==> config.mk <==
export PLATFORM = sky130hd
export DESIGN_NAME = bfly_seq_flat
export DESIGN_NICKNAME = d
export VERILOG_FILES = /design/src/rtl/bfly_seq_if.sv /design/src/rtl/bfly_seq.sv /design/src/flat_wrapper.sv
export SDC_FILE = /design/constraint.sdc
export NUM_CORES = 1
export LEC_CHECK = 0
export CAP_MARGIN = 10
export CORE_AREA = 8 8 74 70
export DETAILED_ROUTE_END_ITERATION = 8
export DIE_AREA = 0 0 82 78
export GPL_ROUTABILITY_DRIVEN = 0
export PLACE_DENSITY = 0.76
export SKIP_CTS_REPAIR_TIMING = 1
export SLEW_MARGIN = 25
export SYNTH_ARGS = -nofsm -noshare
export SYNTH_HDL_FRONTEND = slang
export SYNTH_SLANG_ARGS = --single-unit
==> constraint.sdc <==
create_clock -name clock -period 2.9 [get_ports clock]
set_input_delay 0.58 -clock clock [delete_from_list [all_inputs] [get_ports clock]]
set_output_delay 0.58 -clock clock [all_outputs]
set_load 0.01 [all_outputs]
==> src/rtl/bfly_seq_if.sv <==
// Control bus between the butterfly sequencer and the surrounding
// operand, ALU and result logic.
interface bfly_seq_if #(
    parameter int CNT_W = 8
);
    // Handshakes: a transfer happens on a rising clock edge where valid and
    // ready are both high; valid, once raised, holds until that edge.
    logic             start;
    logic [CNT_W-1:0] num_bfly;
    logic             in_valid;
    logic             in_ready;
    logic             ld_op;
    logic             mul_en;
    logic [1:0]       mul_sel;
    logic [1:0]       mux3_sel;
    logic             s11;
    logic             s22;
    logic             s33;
    logic             s44;
    logic             s55;
    logic             s66;
    logic             s77;
    logic             s88;
    logic             out_valid;
    logic             out_ready;
    logic             busy;
    logic             done;
    logic [CNT_W-1:0] bfly_idx;
    logic [3:0]       state_dbg;

    modport master (
        input  start, num_bfly, in_valid, out_ready,
        output in_ready, ld_op, mul_en, mul_sel, mux3_sel,
        output s11, s22, s33, s44, s55, s66, s77, s88,
        output out_valid, busy, done, bfly_idx, state_dbg
    );

    modport slave (
        output start, num_bfly, in_valid, out_ready,
        input  in_ready, ld_op, mul_en, mul_sel, mux3_sel,
        input  s11, s22, s33, s44, s55, s66, s77, s88,
        input  out_valid, busy, done, bfly_idx, state_dbg
    );
endinterface

==> src/rtl/bfly_seq.sv <==
// Sequencer for the shared 8-bit multiply/accumulate butterfly datapath:
// one operand set in, eight ALU steps, one result set out, repeated num_bfly times.
module bfly_seq #(
    parameter int CNT_W = 8
) (
    input  logic       clock,
    input  logic       n_rst,
    bfly_seq_if.master bus
);

    typedef enum logic [3:0] {
        IDLE = 4'd0,
        LOAD = 4'd1,
        PRE  = 4'd2,
        S1   = 4'd3,
        S2   = 4'd4,
        S3   = 4'd5,
        S4   = 4'd6,
        S5   = 4'd7,
        S6   = 4'd8,
        S7   = 4'd9,
        S8   = 4'd10,
        OUT  = 4'd11,
        FIN  = 4'd12
    } state_t;

    typedef struct packed {
        logic       in_ready;
        logic       mul_en;
        logic [1:0] mul_sel;
        logic [1:0] mux3_sel;
        logic [7:0] strobe;
        logic       out_valid;
        logic       busy;
        logic       done;
    } ctrl_t;

    localparam logic [CNT_W-1:0] ONE = {{(CNT_W-1){1'b0}}, 1'b1};

    state_t           state;
    state_t           state_nxt;
    ctrl_t            ctrl_q;
    logic [CNT_W-1:0] num_q;
    logic [CNT_W-1:0] idx_q;
    logic             last_bfly;

    assign last_bfly = (idx_q == (num_q - ONE));

    always_comb begin
        state_nxt = state;
        unique case (state)
            IDLE: if (bus.start) state_nxt = (bus.num_bfly == '0) ? FIN : LOAD;
            LOAD: if (bus.in_valid) state_nxt = PRE;
            PRE:  state_nxt = S1;
            S1:   state_nxt = S2;
            S2:   state_nxt = S3;
            S3:   state_nxt = S4;
            S4:   state_nxt = S5;
            S5:   state_nxt = S6;
            S6:   state_nxt = S7;
            S7:   state_nxt = S8;
            S8:   state_nxt = OUT;
            OUT:  if (bus.out_ready) state_nxt = last_bfly ? FIN : LOAD;
            FIN:  state_nxt = IDLE;
            default: state_nxt = IDLE;
        endcase
    end

    // Each step preloads the product the following step consumes, so the
    // multiplier always runs one step ahead of the ALU.
    function automatic ctrl_t decode(input state_t s);
        ctrl_t c;
        c      = '0;
        c.busy = (s != IDLE);
        unique case (s)
            LOAD: c.in_ready = 1'b1;
            PRE:  c.mul_en   = 1'b1;
            S1: begin
                c.strobe = 8'h01; c.mul_en = 1'b1; c.mul_sel = 2'd1; c.mux3_sel = 2'd0;
            end
            S2: begin
                c.strobe = 8'h02; c.mul_en = 1'b1; c.mul_sel = 2'd2; c.mux3_sel = 2'd2;
            end
            S3: begin
                c.strobe = 8'h04; c.mul_en = 1'b1; c.mul_sel = 2'd3; c.mux3_sel = 2'd1;
            end
            S4: begin
                c.strobe = 8'h08; c.mul_en = 1'b1; c.mul_sel = 2'd0; c.mux3_sel = 2'd2;
            end
            S5: begin
                c.strobe = 8'h10; c.mul_en = 1'b1; c.mul_sel = 2'd1; c.mux3_sel = 2'd0;
            end
            S6: begin
                c.strobe = 8'h20; c.mul_en = 1'b1; c.mul_sel = 2'd2; c.mux3_sel = 2'd2;
            end
            S7: begin
                c.strobe = 8'h40; c.mul_en = 1'b1; c.mul_sel = 2'd3; c.mux3_sel = 2'd1;
            end
            S8: begin
                c.strobe = 8'h80; c.mux3_sel = 2'd2;
            end
            OUT: c.out_valid = 1'b1;
            FIN: c.done      = 1'b1;
            default: ;
        endcase
        return c;
    endfunction

    // Outputs are decoded from the next state so they are registered yet
    // line up with the state they belong to.
    always_ff @(posedge clock) begin
        if (!n_rst) begin
            state  <= IDLE;
            ctrl_q <= '0;
            num_q  <= '0;
            idx_q  <= '0;
        end else begin
            state  <= state_nxt;
            ctrl_q <= decode(state_nxt);
            if (state == IDLE && bus.start) begin
                num_q <= bus.num_bfly;
                idx_q <= '0;
            end else if (state == OUT && bus.out_ready && !last_bfly) begin
                idx_q <= idx_q + ONE;
            end
        end
    end

    assign bus.in_ready  = ctrl_q.in_ready;
    assign bus.ld_op     = bus.in_valid & ctrl_q.in_ready;
    assign bus.mul_en    = ctrl_q.mul_en;
    assign bus.mul_sel   = ctrl_q.mul_sel;
    assign bus.mux3_sel  = ctrl_q.mux3_sel;
    assign {bus.s88, bus.s77, bus.s66, bus.s55,
            bus.s44, bus.s33, bus.s22, bus.s11} = ctrl_q.strobe;
    assign bus.out_valid = ctrl_q.out_valid;
    assign bus.busy      = ctrl_q.busy;
    assign bus.done      = ctrl_q.done;
    assign bus.bfly_idx  = idx_q;
    assign bus.state_dbg = state;

endmodule

==> src/flat_wrapper.sv <==
// flat-port wrapper written by rule: the top's interface ports become plain ports
module bfly_seq_flat 
#(
    parameter int CNT_W = 8
)
  (clock, n_rst, bus_start, bus_num_bfly, bus_in_valid, bus_out_ready, bus_in_ready, bus_ld_op, bus_mul_en, bus_mul_sel, bus_mux3_sel, bus_s11, bus_s22, bus_s33, bus_s44, bus_s55, bus_s66, bus_s77, bus_s88, bus_out_valid, bus_busy, bus_done, bus_bfly_idx, bus_state_dbg);
  bfly_seq_if #(.CNT_W(CNT_W)) bus_i ();
  input  logic clock;
  input  logic n_rst;
  input wire logic [$bits(bus_i.start)-1:0] bus_start;
  input wire logic [$bits(bus_i.num_bfly)-1:0] bus_num_bfly;
  input wire logic [$bits(bus_i.in_valid)-1:0] bus_in_valid;
  input wire logic [$bits(bus_i.out_ready)-1:0] bus_out_ready;
  output wire logic [$bits(bus_i.in_ready)-1:0] bus_in_ready;
  output wire logic [$bits(bus_i.ld_op)-1:0] bus_ld_op;
  output wire logic [$bits(bus_i.mul_en)-1:0] bus_mul_en;
  output wire logic [$bits(bus_i.mul_sel)-1:0] bus_mul_sel;
  output wire logic [$bits(bus_i.mux3_sel)-1:0] bus_mux3_sel;
  output wire logic [$bits(bus_i.s11)-1:0] bus_s11;
  output wire logic [$bits(bus_i.s22)-1:0] bus_s22;
  output wire logic [$bits(bus_i.s33)-1:0] bus_s33;
  output wire logic [$bits(bus_i.s44)-1:0] bus_s44;
  output wire logic [$bits(bus_i.s55)-1:0] bus_s55;
  output wire logic [$bits(bus_i.s66)-1:0] bus_s66;
  output wire logic [$bits(bus_i.s77)-1:0] bus_s77;
  output wire logic [$bits(bus_i.s88)-1:0] bus_s88;
  output wire logic [$bits(bus_i.out_valid)-1:0] bus_out_valid;
  output wire logic [$bits(bus_i.busy)-1:0] bus_busy;
  output wire logic [$bits(bus_i.done)-1:0] bus_done;
  output wire logic [$bits(bus_i.bfly_idx)-1:0] bus_bfly_idx;
  output wire logic [$bits(bus_i.state_dbg)-1:0] bus_state_dbg;
  assign bus_i.start = bus_start;
  assign bus_i.num_bfly = bus_num_bfly;
  assign bus_i.in_valid = bus_in_valid;
  assign bus_i.out_ready = bus_out_ready;
  assign bus_in_ready = bus_i.in_ready;
  assign bus_ld_op = bus_i.ld_op;
  assign bus_mul_en = bus_i.mul_en;
  assign bus_mul_sel = bus_i.mul_sel;
  assign bus_mux3_sel = bus_i.mux3_sel;
  assign bus_s11 = bus_i.s11;
  assign bus_s22 = bus_i.s22;
  assign bus_s33 = bus_i.s33;
  assign bus_s44 = bus_i.s44;
  assign bus_s55 = bus_i.s55;
  assign bus_s66 = bus_i.s66;
  assign bus_s77 = bus_i.s77;
  assign bus_s88 = bus_i.s88;
  assign bus_out_valid = bus_i.out_valid;
  assign bus_busy = bus_i.busy;
  assign bus_done = bus_i.done;
  assign bus_bfly_idx = bus_i.bfly_idx;
  assign bus_state_dbg = bus_i.state_dbg;
  bfly_seq #(.CNT_W(CNT_W)) u_core (.clock(clock), .n_rst(n_rst), .bus(bus_i));
endmodule
==> impl_metrics.toml, run 1 <==
[layout]
n_antenna_cell = 0
utilization = 0.6207
stdcell_area_um2 = 2426
multi_input_area_um2 = 1064
nNetsFinal = 276
drive_gt1_frac = 0.09160
syn2layout_area_growth_pct = 27.82
n_fill_cell = 342
fin_cells = 310
seq_area_um2 = 740.7

[sta]
finClkSkew_ns = 0.005388
worst_pin_slew_ns = 0.5010
slew_headroom = 0.6629
fin_setup_tns_ns = 0
finalHoldViolCount = 0
rsz0062_at_grt = "false"
slew_violations = 0
final-setup-viol-count = 0
clock.fmax_ghz = 0.4168
hold_ws_ns = 0.5111
period_share = 0.8274
fin_crit_ns = 2.399
fin_ws_ns = 0.5006

[yosys]
synth_area_leader_cell = "dfxtp_1"
ys_warn_count = 0
synth.area.top_cells = "dfxtp_1 39%, a21oi_1 5.8%, nand2_1 4.5%"
syn_avg_cell_area_um2 = 8.589
synthMostInstantiatedCell = "dfxtp_1"
ys_seq_elements = 37
netlist_area_um2 = 1898
synth_nets = 236
ys_seq_area_frac = 0.3902
netlist.area_leader.share = 0.3902
synth_cell_type_count = 54
synthTopCellsByCount = "37 x dfxtp_1, 23 x nand2_1, 22 x a21oi_1, 15 x nand3_1, 12 x nor3_1"
synth_ff_type = "dfxtp_1"
synth_edf_count = 0
syn_inst = 221
synthArstFlopShare = 0

[setup_path]
cpMaxStageDelayCell = "or4_1"
arrival_ns = 2.62
startpoint_type = "register"
crit_path_end_kind = "register"
critPathBufInv = 2
path_class = "reg2reg"
cp_slowest_stage_delay_ns = 0.51
critPathRequiredTime_ns = 3.12
r2r_setup_slack_ns = 0.50
worstPathMaxFanout = 17
crit_family = "simple AND/OR/NAND/NOR gates"
crit_chain = "inv_1, ha_1, nor2b_1, o2bb2ai_1, a211oi_1, o2111a_1, buf_4, or4_1, a21oi_1"

[drt]
drtIter0Drc = 87
drt.antenna.violating_nets = 0
dr.pass1.iters = 4
drc = 0
wl_per_cell_um = 14.90
vias = 1761
wl_um = 4620
via_per_inst = 5.681

[global_routing]
grtUsageTotal = 0.1502
grt_antenna_before_repair = 0
grt_max_degree = 18
grt_pass1_wl_um = 7755
grt_pass1_vias = 1669
grt_overflow_total = 0

[power_and_ir_drop]
leakagePower_nw = 0.8458
powerDensity_nw_per_um2 = 501.5
ir_worst_vdd_mv = 0.2897
p_total_mw = 1.217

[clocking]
clock_path_buffers = 2
insertion_delay_ns = 0.29
cts_buffers = 5
root_buffer = "clkbuf_8"
cts_max_level = 2
cts_tree = "yes"
cts_sinks = 37
path_clk_slew_ns = 0.07

[floorplan]
rows = 22
die_h_um = 78
die_w_um = 82
initial_utilization = 0.4856
design.die.area_um2 = 6396
ios = 43
core_um2 = 3909

[outcome]
outcome = "complete, no violations"

[hold_path]
min_path_type = "reg2reg"

[placement]
dpl-instance-area_um2 = 2330
post-place-cells = 302
io_buffers = 42
dp_hpwl_um = 3479
place_ws_ns = 0.3792

[job]
max-cap-violations = 0
[sequential cells by signal (all words and copies together) (netlist names), 2 cells and up]
name / flops
u_core.bus.bfly_idx: 8
u_core.bus.state_dbg: 4
u_core.num_q: 8
u_core.bus.mul_sel: 2
u_core.bus.mux3_sel: 2
[cell families (layout without fill, tap and decap cells)]
| kind of cell | Yosys count | in the layout | synth area share |
|---|---|---|---|
| xor gates and xnor gates | 9 | 9 | 0.04153 |
| DFF | 37 | 37 | 0.3902 |
| AOI/OAI and AO/OA | 55 | 55 | 0.2142 |
| and+or+nand+nor | 99 | 99 | 0.2854 |
| buffers and inverters | 18 | 59 | 0.04943 |
| muxes | 1 | 1 | 0.005932 |
| adders and majority gates | 2 | 2 | 0.01318 |
[routing by layer]
| layer | global-route usage | share of wire | vias up |
|---|---|---|---|
| li1 | - | - | 896 |
| met1 | 0.1936 | 0.47 | 816 |
| met2 | 0.2399 | 0.47 | 44 |
| met3 | 0.03687 | 0.050 | 5 |
| met4 | 0.04211 | 0.0084 | 0 |
| met5 | 0 | 0 | - |
[layout by cell type (no fill, tap or decap), drive strengths merged, types with 5 or more instances in the layout]
| master | instances |
|---|---|
| nor2 | 9 |
| clkbuf | 6 |
| clkdlybuf4s50 | 42 |
| nand2b | 5 |
| nand2 | 23 |
| o21ai | 7 |
| dfxtp | 37 |
| or4 | 7 |
| nor3 | 12 |
| nand3 | 16 |
| o31ai | 7 |
| inv | 5 |
| xnor2 | 5 |
| a21oi | 22 |
[layout make-up]
class                           count  share of cell area
Tap cell                           48             0.02475
Timing Repair Buffer               45              0.1826
Inverter                            6            0.009283
Clock inverter                      2            0.005673
Sequential cell                    37              0.3053
Clock buffer                        6             0.03404
Multi-Input combinational cell    166              0.4384
[worst register-to-register path, cell delays in order, from the launching register on]
cell and delay [ns]:
dfxtp_1 0.43, inv_1 0.07, ha_1 0.28, nor2b_1 0.19, o2bb2ai_1 0.14, a211oi_1 0.11
o2111a_1 0.23, buf_4 0.22, or4_1 0.51, a21oi_1 0.14
[worst paths after layout]
kind                                       from                endpoint  cells after the start
worst min-delay path            u_core.num_q[7]         u_core.num_q[7]                      2
worst max register to register  u_core.num_q[0]  u_core.bus.bfly_idx[4]                      9
worst max-delay path            u_core.num_q[0]  u_core.bus.bfly_idx[4]                      9
worst min register to register  u_core.num_q[7]         u_core.num_q[7]                      2
[power by group]
group	total, mW	internal [mW]	switching, mW
Sequential	0.569	0.537	0.0320
Clock	0.374	0.192	0.182
Combinational	0.273	0.132	0.141
(Power assumes the default switching activity.)
==> inputs of run 2 (changes only) <==
CORE_AREA = 8 8 78 73   (was 8 8 74 70)
DIE_AREA = 0 0 86 81   (was 0 0 82 78)
PLACE_DENSITY = 0.72   (was 0.76)
clock period = 2.02 ns   (was 2.9 ns; I/O delays follow)
==> impl_metrics.toml, run 2 (same netlist as run 1, synthesis figures left out) <==
[outcome]
outcome = "finished with violations"
violations = "negative setup slack"

[hold_path]
min_path_type = "reg2reg"
hold_depth = 2
holdPathEnd = "u_core.num_q[1]"
worst_hold_startpoint = "u_core.num_q[1]"

[setup_path]
critPathRequiredTime_ns = 2.20
reg2reg_depth = 8
regToRegEndpoint = "u_core.bus.s33"
r2r_setup_slack_ns = -0.22
path_class = "reg2reg"
crit_path_end_kind = "register"
arrival_ns = 2.42
r2r_start = "u_core.num_q[2]"
worstPathMaxFanout = 6
startpoint_type = "register"

[drt]
drt.antenna.violating_nets = 0
met3_length_um = 285
via_per_inst = 5.356
drc = 0
drtIter0Drc = 78
dr.pass1.iters = 4
wl_met1_um = 2478
wl_per_cell_um = 15.17
wl_met2_um = 2605
highest_layer = "met4"
vias = 1939
wl_um = 5490

[layout]
fin_cells = 362
drive_gt1_frac = 0.2800
layout_common_cells = "42 x clkdlybuf4s50_1, 34 x buf_4, 33 x dfxtp_1"
syn2layout_area_growth_pct = 49.97
nNetsFinal = 314
mostFrequentLayoutCell = "clkdlybuf4s50_1"
n_antenna_cell = 0

[clocking]
cts_max_level = 2
cts_tree = "yes"
clock_path_buffers = 2
insertion_delay_ns = 0.30
cts_sinks = 37
root_buffer = "clkbuf_8"
cts_buffers = 5
path_clk_slew_ns = 0.08

[global_routing]
grt_overflow_total = 0
grt_antenna_before_repair = 0
grt_pass1_wl_um = 8756
grtUsageTotal = 0.1580
grt_max_degree = 14
grt_pass1_vias = 1890

[power_and_ir_drop]
powerDensity_nw_per_um2 = 647.7
p_int_mw = 1.269
switching_power_mw = 0.5749
pwr-share-clk = 0.282
leakagePower_nw = 1.046
comb_power_share = 0.278
ir_worst_vdd_mv = 0.4602
p_seq_frac = 0.440
swShare = 0.3119

[floorplan]
design.die.area_um2 = 6966
initial_utilization = 0.4368
core_um2 = 4345
rows = 23
die_w_um = 86
ios = 43
die_h_um = 81

[sta]
fin_ws_ns = -0.2224
rsz0062_at_grt = "true"
final-setup-viol-count = 27
worst_pin_slew_ns = 0.4545
slew_headroom = 0.6938
period_share = 1.110
clock.fmax_ghz = 0.4460
finalHoldViolCount = 0
slew_violations = 0
fin_crit_ns = 2.242
fin_setup_tns_ns = -4.258
finClkSkew_ns = 0.006946

[placement]
place_ws_ns = -0.3229
dp_hpwl_um = 4113
io_buffers = 42
post-place-cells = 348

[job]
max-cap-violations = 0
[run 2: changes by cell type in the layout (fill, tap and decap cells not counted), moves of 2 or more]
cell / before / now
dfxtp_1: 37 / 33
nor2b_2: 0 / 2
nor3_2: 0 / 7
buf_4: 3 / 34
a21oi_1: 22 / 19
a21oi_2: 0 / 3
nor3_1: 12 / 5
buf_6: 0 / 6
nor2b_1: 4 / 2
dfxtp_2: 0 / 3
[run 2: per-stage QoR]
stage / area (um2) / hold slack [ns] / util / power [mW]
finish: 2846 / 0.4836 / 0.6551 / 1.844
global route: 2846 / 0.5039 / 0.6551 / 1.934
CTS: 2693 / 0.4821 / 0.6196 / 1.800
detailed placement: 2606 / 0.4706 / 0.5998 / 1.285
global placement: 2606 / 0.4674 / 0.5998 / 1.275
floorplan: 1908 / 0.4507 / - / 1.093
[run 2: worst max-delay path by stage]
stage	start	end	slack, ns	cells past startpoint
2_1_floorplan	u_core.num_q[1]	u_core.bus.busy	-0.06	7
3_3_place_gp	u_core.num_q[1]	u_core.bus.s33	-0.20	8
3_5_place_dp	u_core.num_q[0]	u_core.bus.s44	-0.32	10
4_1_cts	u_core.num_q[0]	u_core.bus.s44	-0.35	10
5_1_grt	u_core.num_q[2]	u_core.bus.s55	-0.29	8
6_report	u_core.num_q[2]	u_core.bus.s33	-0.22	8
[run 2: cell type report]
| cell class | count | area [um2] |
|---|---|---|
| inverters | 6 | 22.52 |
| clock inverters | 3 | 17.52 |
| multi-input cells | 166 | 1149 |
| well taps | 62 | 77.57 |
| repair buffers | 83 | 763.2 |
| clock buffers | 5 | 68.82 |
| flip-flops and latches | 37 | 748.2 |
| fillers | 366 | 1499 |
[run 2: metal layers]
metal / global-route usage / up-vias
met3: 0.05544 / 12
li1: - / 963
met5: 0 / -
met1: 0.1870 / 919
met2: 0.2544 / 45
met4: 0.06993 / 0
[run 2: critical path: stages (launching register included)]
cell	delay (ns)
dfxtp_4	0.36
or3_4	0.38
or4_4	0.42
a22oi_2	0.16
o2111a_2	0.31
buf_12	0.12
o31a_1	0.17
buf_6	0.15
nor3_1	0.05
[run 2: power groups by stage]
stage          Combinational (mW)  Sequential [mW]  Clock [mW]
2_1_floorplan               0.269            0.824           0
3_3_place_gp                0.451            0.823           0
3_5_place_dp                0.459            0.825           0
4_1_cts                     0.463            0.809       0.528
5_1_grt                     0.557            0.817       0.560
6_report                    0.512            0.811       0.520
